**src/rtl/uart_echofifo_pkg.sv**
```systemverilog
// Shared definitions for the UART echo FIFO: byte width and the transmit-side
// handshake state encoding.
package uart_echofifo_pkg;

  localparam int BYTE_W = 8;

  // Transmit handshake states.
  // ST_ARM is a guard cycle that gives txbusy time to rise after load.
  typedef enum logic [1:0] {
    ST_IDLE = 2'd0,
    ST_LOAD = 2'd1,
    ST_ARM  = 2'd2,
    ST_BUSY = 2'd3
  } echo_state_e;

endpackage

```
**src/rtl/uart_echofifo_m_fifo.sv**
```systemverilog
// Synchronous byte FIFO with wrap-bit pointers, a registered occupancy count,
// a sticky overflow flag and a registered read port. The read port only
// updates on an accepted pop, so its value is held between pops.
module fifo_sync_m
  import uart_echofifo_pkg::*;
#(
  parameter int DEPTHLOG2 = 4,
  parameter int DATA_W    = BYTE_W
) (
  input  logic                 clk,
  input  logic                 rst_n,
  input  logic                 wr_en,
  input  logic [DATA_W-1:0]    wr_data,
  input  logic                 rd_en,
  output logic [DATA_W-1:0]    rd_data,
  output logic                 empty,
  output logic [DEPTHLOG2:0]   level,
  output logic                 overflow,
  input  logic                 ovfclr
);

  localparam int DEPTH = 1 << DEPTHLOG2;
  localparam int PW    = DEPTHLOG2 + 1;

  logic [DATA_W-1:0]    mem [DEPTH];
  logic [PW-1:0]        wptr;
  logic [PW-1:0]        rptr;
  logic [PW-1:0]        wptr_nxt;
  logic [PW-1:0]        rptr_nxt;
  logic [DEPTHLOG2-1:0] widx;
  logic [DEPTHLOG2-1:0] ridx;
  logic                 full;
  logic                 pop_ok;
  logic                 push_ok;
  logic                 drop;

  assign widx  = wptr[DEPTHLOG2-1:0];
  assign ridx  = rptr[DEPTHLOG2-1:0];
  assign empty = (wptr == rptr);
  assign full  = (wptr[DEPTHLOG2] != rptr[DEPTHLOG2]) && (widx == ridx);

  // A pop in the same cycle frees a slot, so a push into a full FIFO is
  // still accepted when it coincides with a pop.
  assign pop_ok   = rd_en && !empty;
  assign push_ok  = wr_en && (!full || pop_ok);
  assign drop     = wr_en && full && !pop_ok;
  assign wptr_nxt = wptr + PW'(push_ok);
  assign rptr_nxt = rptr + PW'(pop_ok);

  // Storage array: no reset so it can map onto block RAM.
  always_ff @(posedge clk) begin
    if (push_ok) begin
      mem[widx] <= wr_data;
    end
  end

  // Registered read port, updated only when a byte is popped.
  always_ff @(posedge clk or negedge rst_n) begin
    if (!rst_n) begin
      rd_data <= '0;
    end else if (pop_ok) begin
      rd_data <= mem[ridx];
    end
  end

  // Pointers and occupancy; level is registered from the next pointer values.
  always_ff @(posedge clk or negedge rst_n) begin
    if (!rst_n) begin
      wptr  <= '0;
      rptr  <= '0;
      level <= '0;
    end else begin
      wptr  <= wptr_nxt;
      rptr  <= rptr_nxt;
      level <= wptr_nxt - rptr_nxt;
    end
  end

  // Sticky overflow: a drop in the same cycle as a clear keeps the flag set.
  always_ff @(posedge clk or negedge rst_n) begin
    if (!rst_n) begin
      overflow <= 1'b0;
    end else if (drop) begin
      overflow <= 1'b1;
    end else if (ovfclr) begin
      overflow <= 1'b0;
    end
  end

endmodule

```
**src/rtl/uart_echofifo_m.sv**
```systemverilog
// Echo buffer between the UART receiver and transmitter: received bytes are
// queued and handed to the transmitter one at a time as txbusy allows.
module uart_echofifo_m
  import uart_echofifo_pkg::*;
#(
  parameter int DEPTHLOG2 = 4
) (
  input  logic                 clk,
  input  logic                 rst_n,
  input  logic                 bytercvd,
  input  logic [BYTE_W-1:0]    q,
  input  logic                 txbusy,
  output logic                 load,
  output logic [BYTE_W-1:0]    d,
  output logic [DEPTHLOG2:0]   level,
  output logic                 overflow,
  input  logic                 ovfclr
);

  echo_state_e state_q;
  echo_state_e state_nxt;
  logic        empty;
  logic        pop;

  // Popping happens on the IDLE->LOAD transition; the FIFO read register
  // then carries the byte as d, stable through LOAD and held afterwards.
  assign pop = (state_q == ST_IDLE) && !empty && !txbusy;

  fifo_sync_m #(
    .DEPTHLOG2 (DEPTHLOG2),
    .DATA_W    (BYTE_W)
  ) u_fifo (
    .clk      (clk),
    .rst_n    (rst_n),
    .wr_en    (bytercvd),
    .wr_data  (q),
    .rd_en    (pop),
    .rd_data  (d),
    .empty    (empty),
    .level    (level),
    .overflow (overflow),
    .ovfclr   (ovfclr)
  );

  // Handshake next-state logic.
  always_comb begin
    state_nxt = state_q;
    unique case (state_q)
      ST_IDLE: if (pop)     state_nxt = ST_LOAD;
      ST_LOAD:              state_nxt = ST_ARM;
      ST_ARM:               state_nxt = ST_BUSY;
      ST_BUSY: if (!txbusy) state_nxt = ST_IDLE;
      default:              state_nxt = ST_IDLE;
    endcase
  end

  // State register plus a registered load strobe that is high exactly in LOAD.
  always_ff @(posedge clk or negedge rst_n) begin
    if (!rst_n) begin
      state_q <= ST_IDLE;
      load    <= 1'b0;
    end else begin
      state_q <= state_nxt;
      load    <= (state_nxt == ST_LOAD);
    end
  end

endmodule

```
**config.mk**
```make
export PLATFORM = sky130hd
export DESIGN_NAME = uart_echofifo_m
export DESIGN_NICKNAME = d
export VERILOG_FILES = /design/src/rtl/uart_echofifo_pkg.sv /design/src/rtl/uart_echofifo_m_fifo.sv /design/src/rtl/uart_echofifo_m.sv
export SDC_FILE = /design/constraint.sdc
export NUM_CORES = 1
export LEC_CHECK = 0
export CORE_MARGIN = 1.5
export CORE_UTILIZATION = 60
export CTS_BUF_LIST = sky130_fd_sc_hd__clkbuf_4
export DETAILED_ROUTE_END_ITERATION = 7
export GPL_ROUTABILITY_DRIVEN = 0
export PLACE_DENSITY = 0.79
export SETUP_SLACK_MARGIN = 0.05
export SLEW_MARGIN = 20
export SYNTH_ARGS = -nofsm -noshare
export SYNTH_HDL_FRONTEND = slang
export SYNTH_SLANG_ARGS = --single-unit
```
**constraint.sdc**
```tcl
create_clock -name clk -period 3.6 [get_ports clk]
set_clock_uncertainty 0.15 [all_clocks]
set_input_delay 0.72 -clock clk [delete_from_list [all_inputs] [get_ports clk]]
set_output_delay 0.72 -clock clk [all_outputs]
set_load 0.005 [all_outputs]
```
After elaboration in Yosys (flattened, before gate mapping)
Memories as Yosys holds them, arrays and structs flattened. A register that Yosys moved wholly into a read port is not among the register bits.
Index checks and enable logic that the tools add are counted.
{"block": "totals", "regBits": 19, "ram_bits": 128, "in_bits": 13, "n_memories": 1}
{"block": "op_classes", "add_sub_neg": 3, "eq_ne": 7, "n_mux": 7, "reduce_logical": 15}
{"memory": "u_fifo.mem", "depth": 16, "width": 8, "read_ports": 1, "rd_ports_with_merged_regs": 1, "write_ports": 1, "line": "uart_echofifo_m_fifo.sv:25", "source": "logic [DATA_W-1:0] mem [DEPTH];"}
{"op": "$add 5x1->5", "n": 2}
{"op": "$pmux 2 s4", "n": 1}
{"op": "$logic_and 1x1->1", "n": 7}
{"op": "$eq 5x5->1", "n": 1}
{"op": "$logic_not 1->1", "n": 5}
{"op": "$sub 5x5->5", "n": 1}
{"op": "$eq 2x1->1 const B", "n": 2}
{"op": "$eq 2x2->1 const B", "n": 2}
{"op": "$eq 4x4->1", "n": 1}
{"op": "$mux 1", "n": 4}
{"op": "$mux 2", "n": 2}
{"op": "$logic_not 2->1", "n": 1}
{"op": "$reduce_bool 2->1", "n": 1}
{"op": "$logic_or 1x1->1", "n": 1}
{"op": "$ne 1x1->1", "n": 1}

Depth between registers and ports, before layout
Gate-level depths: netlist (run 1).
{"block": "logic_depth", "depth_word": 9, "mapped_depth": 14, "ltp_nobuf": 13}

Modules after synthesis
Synthesis (run 1) repeated with hierarchy kept, for this count alone.
{"block": "unflattened", "cells_unflattened": 321, "area_unflattened_um2": 6180.9}
{"module": "fifo_sync_m", "instances": 1, "cells_each": 311, "area_per_inst_um2": 6064.6, "seq_area_each_um2": 4444.3}
{"module": "uart_echofifo_m", "instances": 1, "cells_each": 10, "area_per_inst_um2": 116.4, "seq_area_each_um2": 75.1}

Least setup slack after synthesis (run 1)
Ideal clock, no wire load.
{"block": "synth_path", "kind": "register to register", "start": "register u_fifo.wptr[3]", "end": "register u_fifo.level[4]", "arrival_ns": 2.813, "setup_slack_ns": 0.557, "path_stages_with_launch": 14, "path_cell_list": "dfrtp_1 > buf_4 > xnor2_1 > nand4_2 > o211a_1 > buf_2 > ha_1 > ha_1 > inv_1 > fa_1 > a21o_1 > a21oi_1 > xnor2_1 > xnor2_1"}
{"block": "synth_via", "elab_cells_between_ends": 13, "classes_between": "add/sub (3); eq/ne (2); reduce/logical (8)"}
{"element": "start, declared", "line": "uart_echofifo_m_fifo.sv:26", "source": "logic [PW-1:0] wptr;"}
{"element": "start signal, assigned", "line": "uart_echofifo_m_fifo.sv:73", "source": "wptr <= wptr_nxt;"}
{"element": "$eq 5x5->1 *", "line": "uart_echofifo_m_fifo.sv:39", "source": "assign empty = (wptr == rptr);"}
{"element": "$logic_not 1->1 *", "line": "uart_echofifo_m_fifo.sv:44, uart_echofifo_m.sv:27"}
{"element": "$logic_and 1x1->1 (2 in series)", "line": "uart_echofifo_m.sv:27", "source": "assign pop = (state_q == ST_IDLE) && !empty && !txbusy;"}
{"element": "$logic_and 1x1->1 *", "line": "uart_echofifo_m_fifo.sv:44", "source": "assign pop_ok = rd_en && !empty;"}
{"element": "via u_fifo.pop_ok", "line": "uart_echofifo_m_fifo.sv:33", "source": "logic pop_ok;"}
{"element": "$add 5x1->5 *", "line": "uart_echofifo_m_fifo.sv:48", "source": "assign rptr_nxt = rptr + PW'(pop_ok);"}
{"element": "via u_fifo.rptr_nxt[1]", "line": "uart_echofifo_m_fifo.sv:29", "source": "logic [PW-1:0] rptr_nxt;"}
{"element": "$sub 5x5->5 *", "line": "uart_echofifo_m_fifo.sv:75", "source": "level <= wptr_nxt - rptr_nxt;"}
{"element": "end signal, assigned", "line": "uart_echofifo_m_fifo.sv:75"}
{"element": "end, declared", "line": "uart_echofifo_m_fifo.sv:17", "source": "output logic [DEPTHLOG2:0] level,"}
The timed path passes the listed nets; every way through them passes the cells marked *.
A chain may end at the register's enable or synchronous reset.

Worst setup path in the final report (run 1)
{"block": "layout_path", "start": "register u_fifo.wptr[2]", "end": "register u_fifo.level[4]"}
{"block": "layout_via", "elab_cells_between_ends": 13, "classes_between": "add/sub (3); eq/ne (2); reduce/logical (8)"}
{"element": "$eq 5x5->1 *", "line": "uart_echofifo_m_fifo.sv:39"}
{"element": "$logic_not 1->1 *", "line": "uart_echofifo_m_fifo.sv:44, uart_echofifo_m.sv:27"}
{"element": "$logic_and 1x1->1 (2 in series)", "line": "uart_echofifo_m.sv:27"}
{"element": "$logic_and 1x1->1 *", "line": "uart_echofifo_m_fifo.sv:44"}
{"element": "$add 5x1->5 *", "line": "uart_echofifo_m_fifo.sv:48"}
{"element": "via u_fifo.rptr_nxt[1]", "line": "uart_echofifo_m_fifo.sv:29"}
{"element": "$sub 5x5->5 *", "line": "uart_echofifo_m_fifo.sv:75"}
Marks and branches as above.

==> results.md, run 1 <==
STA:
- Once routing completed, OpenROAD measured the worst setup slack at 422 ps.
- The worst relative slew slack is 41.0%.
- Setup repair after global routing left no endpoint under its margin.
- The minimum period implied by the final worst setup slack is 3180 ps.
- The final hold violation count is 0.
- Setup violations remaining at the end of the flow were counted as 0.
- The slew of the pin with the lowest slew margin is 882 ps.
- The share of the cycle needed by the critical path after routing is 88.3%.
- The total count of max-transition violations in the final report is 0.
- The highest clock rate is 315 MHz.
- After routing, the total negative slack on setup checks comes to 0 ps.
- Hold timing on the final database bottoms out at a slack of 375 ps.

Pwr:
- Net switching is 32.8% of the power.
- Combinational logic burns 35.5% of the power.
- The worst-case IR drop observed on VDD is 0.000370 V.
- The internal portion of the total power is 3.49 mW.
- The static leakage is 2.40 nW.
- Registers are responsible for 46.0% of the overall power.
- The design draws 5.19 mW.
- The net switching power figure is 1.70 mW.
- The share of total power in the clock network is 18.5%.
- Power spread over the standard cell area amounts to 751 nW/um^2.

Synthesis:
- The share of the synthesized area in the top cell type is 62.7%.
- Summed over all instances, the cell type with the most area after synthesis is edfxtp_1.
- The number of warnings reported in the yosys synthesis log is 0.
- The number of flops mapped to enable cells by yosys is 128.
- Synthesis produced 316 cells.
- The number of unique standard cell types used by synthesis is 30.
- After synthesis the cells add up to 6130 sq um.
- In the synthesized netlist the dominant register cell turns out to be edfxtp_1.
- The register area share after synthesis is 73.7%.
- After synthesis the netlist holds a flip-flop and latch count of 155.
- The share of flip-flops with an asynchronous set or reset after synthesis is 17.4%.
- The average size of a mapped cell is 19.4 sq um.
- By area the synthesized netlist is led by edfxtp_1 63%, mux4_2 12%, dfrtp_1 11%.
- Synthesis produced a netlist with a net count of 338.

Place:
- The HPWL after detailed placement is 7.70 mm.
- The cell area reported after detailed placement is 6660 sq um.
- The pre-CTS worst setup slack is 104 ps.
- The count of buffers added on input and output ports is 27.
- After detailed placement, the design holds a cell count of 485.

Floorplan:
- Measured along the y axis, the die boundary spans 104 microns.
- The region available for standard cell placement spans 9820 sq um.
- From left edge to right edge, the die measures 104 microns.
- The starting utilization of the core area is 62.4%.
- The die covers 10800 sq um.
- The number of top-level design ports is 28.
- The count of standard-cell rows is 36.

Clock network:
- The clock transition time at the flip-flop clock pins of the worst setup and hold paths is 140 ps.
- The number of buffers added by the clock tree synthesis step is 17.
- The hold-fix buffer count after cts is 0.
- The clock latency reported for the late side of the worst-skew pair is 530 ps.
- The number of setup buffers added after CTS is 0.
- The clock tree root driver cell is clkbuf_4.
- The maximum level of the CTS H-tree is 4.
- TritonCTS built the clock tree.
- In this run the deepest clock path goes through 2 buffers.
- The TritonCTS sink count is 155.
- The post-cts gate resize count is 0.

GRT:
- The total grt overflow is 0.
- The met1 capacity usage during global routing is 32.3%.
- met2 is the most crowded layer.
- The first global-routing pass estimated 18.3 mm of wire.
- Entering global routing, the biggest net connects 35 pins.
- Global routing used 38.3% of the available met2 tracks.
- The global routing usage on met3 is 5.89%.
- The number of global-route vias before repair is 3316.
- Global routing consumed, over all layers together, 23.6% of the routing resources.
- The number of antenna violations at the first check in global routing is 0.

Min path:
- The path class of the lowest-slack min-delay path is reg2reg.
- The cell depth of the worst hold path is 1.

Run:
- Across the run, the number of max-cap violations was 0.

Route:
- The aggregate routed wire length is 11.7 mm.
- The routed layout has 3105 vias.
- In the routed design, unresolved DRC markers number 0.
- The count of routing violations after the opening detailed-route iteration is 286.
- For this run, the detailed router's first-pass iteration total came to 5.
- After detailed routing, the number of vias per cell comes to 6.01.
- The count of nets left with antenna violations once routing finished came out at 0.
- The average wire per standard cell is 22.6 microns.

Layout:
- For this run, the post-layout net count is 393.
- The post-route core utilization is 70.4%.
- Cells with a size suffix above 1 make up 25.0% of the layout.
- The library cell used most frequently in the layout, excluding fill and tap cells, is edfxtp_1.
- The top cell types in the final layout, fill and taps aside, are 128 x edfxtp_1, 32 x mux4_2, 27 x clkdlybuf4s50_1.
- The antenna diode count is 0.
- The non-filler instance count after layout is 517.
- After routing the design area is 6910 sq um.
- Compared with the post-synthesis result, the final layout area differs by 12.8%.

Setup path:
- The category of the critical setup timing path is reg2reg.
- The worst setup path is launched from a flop.
- Of all nets on the critical path, the largest fanout is 11.
- The critical path data required time is 3920 ps.
- The worst reg-to-reg path cell count is 11.
- The worst endpoint data arrival time is 3500 ps.
- STA classifies the critical path endpoint as a flop.

Status:
- The flow ran to the end, and the final reports show no timing, DRC or antenna violations.
synthesized netlist by cell type, types with 5 or more instances:
cell	count
clkbuf_1	5
inv_1	11
dfrtp_1	27
edfxtp_1	128
ha_1	8
mux4_2	32
nor2_1	15
nand2_1	10
xnor2_1	12
mux2_2	8
a22oi_1	16
critical path, cell delays in order (launching register included):
cell,delay [ps]
dfrtp_1,600
xnor2_1,190
nand4_2,230
o211a_1,300
ha_1,230
ha_1,310
inv_1,80
fa_1,420
a21o_1,170
a21oi_1,160
xnor2_1,150
xnor2_1,130
metal layers:
| metal | share of wire, % | routed length, microns | vias up |
|---|---|---|---|
| li1 | - | - | 1371 |
| met1 | 42 | 4890 | 1600 |
| met2 | 52 | 6060 | 125 |
| met3 | 5.8 | 676 | 9 |
| met4 | 0.54 | 63 | 0 |
| met5 | 0 | 0 | - |
sequential cells by signal, indices dropped and copies added (netlist names):
signal,flops
load,1
u_fifo.rptr,5
u_fifo.rd_data,8
u_fifo.mem,128
u_fifo.overflow,1
state_q,2
u_fifo.level,5
u_fifo.wptr,5
area by class of cell:
| type | count | area, sq um |
|---|---|---|
| fillers | 667 | 2910 |
| clock inverters | 14 | 121 |
| repair buffers | 51 | 450 |
| clock buffers | 18 | 135 |
| well taps | 133 | 166 |
| inverters | 11 | 41.3 |
| multi-input cells | 135 | 1480 |
| flip-flops and latches | 155 | 4520 |
power by group through the flow:
stage | Sequential, mW | Clock (mW) | Combinational, mW
after global placement | 2.41 | 0 | 1.80
after detailed placement | 2.43 | 0 | 1.85
after floorplan | 2.37 | 0 | 1.28
after CTS | 2.39 | 0.979 | 1.86
after global routing | 2.42 | 1.05 | 2.00
final | 2.39 | 0.961 | 1.84
cell families after synthesis:
logic type,after synthesis,share of synthesized area (%)
buffers and inverters,26,2.14
AND/OR/NAND/NOR,40,3.02
AO/OA/AOI/OAI,31,3.78
XOR/XNOR,15,2.14
multiplexers,40,13.2
flip-flops,155,73.7
adder cells (fa/ha/maj),9,1.96
worst paths after layout:
check / startpoint / end / slack (ps)
min reg2reg: u_fifo.overflow / u_fifo.overflow / 370
min: u_fifo.overflow / u_fifo.overflow / 370
max in group asynchronous: rst_n / u_fifo.rptr[0] / 2120
max: u_fifo.wptr[2] / u_fifo.level[4] / 420
max reg2reg: u_fifo.wptr[2] / u_fifo.level[4] / 420
min in group asynchronous: rst_n / load / 520
(Power assumes the default switching activity.)
==> run 2: changes to the inputs <==
--- a/config.mk
+++ b/config.mk
@@ -6,11 +6,10 @@
 export NUM_CORES = 1
 export LEC_CHECK = 0
 export CORE_MARGIN = 1.5
-export CORE_UTILIZATION = 60
+export CORE_UTILIZATION = 30
 export CTS_BUF_LIST = sky130_fd_sc_hd__clkbuf_4
 export DETAILED_ROUTE_END_ITERATION = 7
 export GPL_ROUTABILITY_DRIVEN = 0
-export PLACE_DENSITY = 0.79
 export SETUP_SLACK_MARGIN = 0.05
 export SLEW_MARGIN = 20
 export SYNTH_ARGS = -nofsm -noshare
==> run 2 against run 1 <==
Compared with the run above: sequential share of layout area is 2.1 points lower; total power is 3.6% higher; non-clock buffer count is 2 lower; via count is 4.4% lower; setup slack worse by 37 ps; die area is 97% higher; sequential cell count stayed put; routed wire length is 2.6% higher; critical path type unchanged.
==> results.md, run 2 (same netlist as run 1, synthesis figures left out) <==
Clock network:
- The clock latency reported for the late side of the worst-skew pair came to 550 ps (+20 ps).
- The maximum level of the CTS H-tree is 4 (unchanged).
- The post-cts gate resize count is 0 (unchanged).
- Clock tree synthesis selected as its root buffer the cell clkbuf_4.
- The TritonCTS sink count is 155 (unchanged).
- The TritonCTS clock tree is yes.
- The clock transition time at the flip-flop clock pins of the worst setup and hold paths was 110 ps (-30 ps).
- The number of buffers added by the clock tree synthesis step came to 17 (unchanged).
- The number of setup buffers added after CTS came to 0 (unchanged).
- The maximum clock insertion buffer count is 2 (unchanged).
- The hold-fix buffer count after cts was 0 (unchanged).

GRT:
- The first-pass GRT wire length is 18.5 mm (+1.3%).
- The number of antenna violations at the first check in global routing is 1 (+1).
- The largest net degree at the start of global routing is 35 (unchanged).
- The total grt overflow is 0 (unchanged).
- The number of global-route vias before repair was 3158 (-4.8%).
- The overall routing resource usage is 12.0% (-12 points).

Floorplan:
- The floorplan core area is 20200 sq um (+110%).
- The width of the die is 146 microns (+40%).
- The count of standard-cell rows is 52 (+44%).
- The overall die area is 21300 sq um (+97%).
- The overall die height is 146 microns (+40%).
- The number of top-level design ports is 28 (unchanged).
- The starting utilization of the core area is 30.4% (-32 points).

Place:
- The number of buffer cells added on primary ports came to 27 (unchanged).
- The HPWL after detailed placement is 7.71 mm (+0.17%).
- The cell area reported after detailed placement is 6810 sq um (+2.3%).

STA:
- The final sum of negative setup slack is 0 ps (unchanged).
- The share of the cycle needed by the critical path after routing came to 89.3% (+1.0 points).
- The total count of max-transition violations in the final report is 0 (unchanged).
- The worst hold slack across all endpoints is 373 ps (-1.28 ps).
- The final hold violation count is 0 (unchanged).
- The slew of the pin with the lowest slew margin came to 847 ps (-34.1 ps).
- The worst relative slew slack is 43.3% (+2.3 points).
- The minimum period implied by the final worst setup slack is 3210 ps (+36.6 ps).
- The final count of negative-setup-slack endpoints came to 0 (unchanged).
- Setup repair after global routing left no endpoint under its margin.
- The highest clock rate is 311 MHz (-1.1%).

Layout:
- The post-route cell area was 7140 sq um (+3.2%).
- The number of nets in the finished design is 391 (-0.51%).
- The count of filler cells inserted in the layout is 1918 (+190%).
- The leading cell type in the layout, fill and taps excluded is edfxtp_1.
- The combined flip-flop and latch cell area is 4520 sq um (unchanged).
- The library cells used most frequently in the layout, excluding fill and tap cells, are 128 x edfxtp_1, 32 x mux4_2, 27 x clkdlybuf4s50_1.
- The proportion of layout cells with a drive suffix above 1 is 24.3% (-0.65 points).
- In the final layout, the registers with the most flip-flops are u_fifo.mem (128), u_fifo.rd_data (8).
- Counting flops per register, the top entry is u_fifo.mem.
- The area growth from synthesis to final layout is 16.5%.
- The area occupied by multi-input gates is 1480 sq um (unchanged).
- The post-route core utilization is 35.4% (-35 points).
- The number of flip-flops in the largest register is 128 (unchanged).

Pwr:
- The maximum vdd ir drop is 0.000322 V (-13%).
- The ratio of total power to cell area is 754 nW/um^2 (+0.32%).
- The cell internal power dissipation is 3.70 mW (+6.1%).
- The share of total power in the clock network is 21.7% (+3.2 points).
- The net switching power figure was 1.68 mW (-1.6%).
- The static leakage is 2.43 nW (+1.4%).
- The combinational cell fraction of total power came to 33.8% (-1.7 points).
- The fraction of power spent switching nets is 31.2% (-1.6 points).
- The part of the power in registers is 44.5% (-1.5 points).

Setup path:
- The worst endpoint data arrival time is 3540 ps (+40 ps).
- The critical path is of the reg2reg type.
- The delay of the slowest critical-path stage came to 580 ps (-20 ps).
- The maximum fanout along the worst path was 11 (unchanged).
- STA classifies the critical path endpoint as a flop.
- For this design, the slowest cell found on the critical path is dfrtp_1.
- The signal on the critical path passes through xnor2_1 -> nand4_2 -> o211a_1 -> ha_1 -> ha_1 -> inv_1 -> fa_1 -> a21o_1 -> a21oi_1 -> xnor2_1 -> xnor2_1.
- The critical path data required time was 3930 ps (about the same).
- The worst setup path is launched from a flop.
- The dominant cell type by count on the critical path is xnor2_1.

Route:
- The number of DRC violations after detailed routing is 0 (unchanged).
- The count of routing violations after the opening detailed-route iteration was 199 (-30%).
- The vias per cell is 4.54 (-24%).
- The first-pass detailed-route iteration total came to 4 (-1).
- The aggregate routed wire length is 12.0 mm (+2.6%).
- The average wire per standard cell is 18.4 microns (-19%).
- The number of vias in the routed layout is 2967 (-4.4%).
- The remaining antenna violation count after routing is 0 (unchanged).

Status:
- The run finished with clean final reports.

Run:
- The number of violations of the max-capacitance limit is 0 (unchanged).

Min path:
- The path class of the lowest-slack min-delay path is reg2reg.
[run 2: cell count changes in the layout (fill, tap and decap cells not counted)]
cell,change
clkinvlp_4,-4
bufinv_16,+3
buf_4,-2
clkbuf_4,+2
clkinv_1,+1
clkinv_2,-1
clkinv_4,-1
diode_2,+1
[run 2: power by group through the flow]
stage / Combinational (mW) / Sequential, mW / Clock [mW]
floorplan: 1.28 / 2.37 / 0
global placement: 1.81 / 2.42 / 0
detailed placement: 1.84 / 2.44 / 0
CTS: 1.86 / 2.40 / 1.19
global route: 2.00 / 2.43 / 1.26
finish: 1.82 / 2.40 / 1.16
[run 2: layout make-up]
cell class              instances  share of cell area (%)
inverters                      11                   0.578
clock inverters                12                    2.40
diodes                          1                  0.0351
well taps                     270                    4.73
flip-flops and latches        155                    63.3
clock buffers                  20                    2.10
repair buffers                 49                    6.10
multi-input cells             135                    20.7
[run 2: through the flow]
stage          power [mW]  worst slack, ps  cells
2_1_floorplan        3.65              557    316
3_3_place_gp         4.23              130    620
3_5_place_dp         4.28             33.9    620
4_1_cts              5.45              369    652
5_1_grt              5.68              147    653
6_report             5.38              385    653
[run 2: path summary, 6_finish.rpt]
check | start | end | slack [ps] | cells after the start
setup / recovery | u_fifo.wptr[2] | u_fifo.level[4] | 390 | 11
hold / removal | u_fifo.rd_data[3] | u_fifo.rd_data[3] | 370 | 1
setup reg to reg | u_fifo.wptr[2] | u_fifo.level[4] | 390 | 11
hold reg to reg | u_fifo.rd_data[3] | u_fifo.rd_data[3] | 370 | 1
max in group asynchronous | rst_n | u_fifo.rd_data[3] | 2140 | 2
min in group asynchronous | rst_n | u_fifo.rd_data[5] | 490 | 1
[run 2: critical path: cells and delay by family (launching register included)]
| kind | cells | cell delay [ps] |
|---|---|---|
| fa+ha+maj | 3 | 950 |
| compound gates | 3 | 660 |
| flops | 1 | 580 |
| xor+xnor | 3 | 480 |
| simple gates | 1 | 250 |
| buf+inv | 1 | 80 |
[run 2: per-layer routing]
metal  share of wire, %  vias to the layer above  GRT usage, %
met5                  0                        -             0
met4                1.6                        0          5.05
met3                2.8                       17          2.45
met2                 49                       55          19.5
met1                 47                     1531          15.8
li1                   -                     1364             -
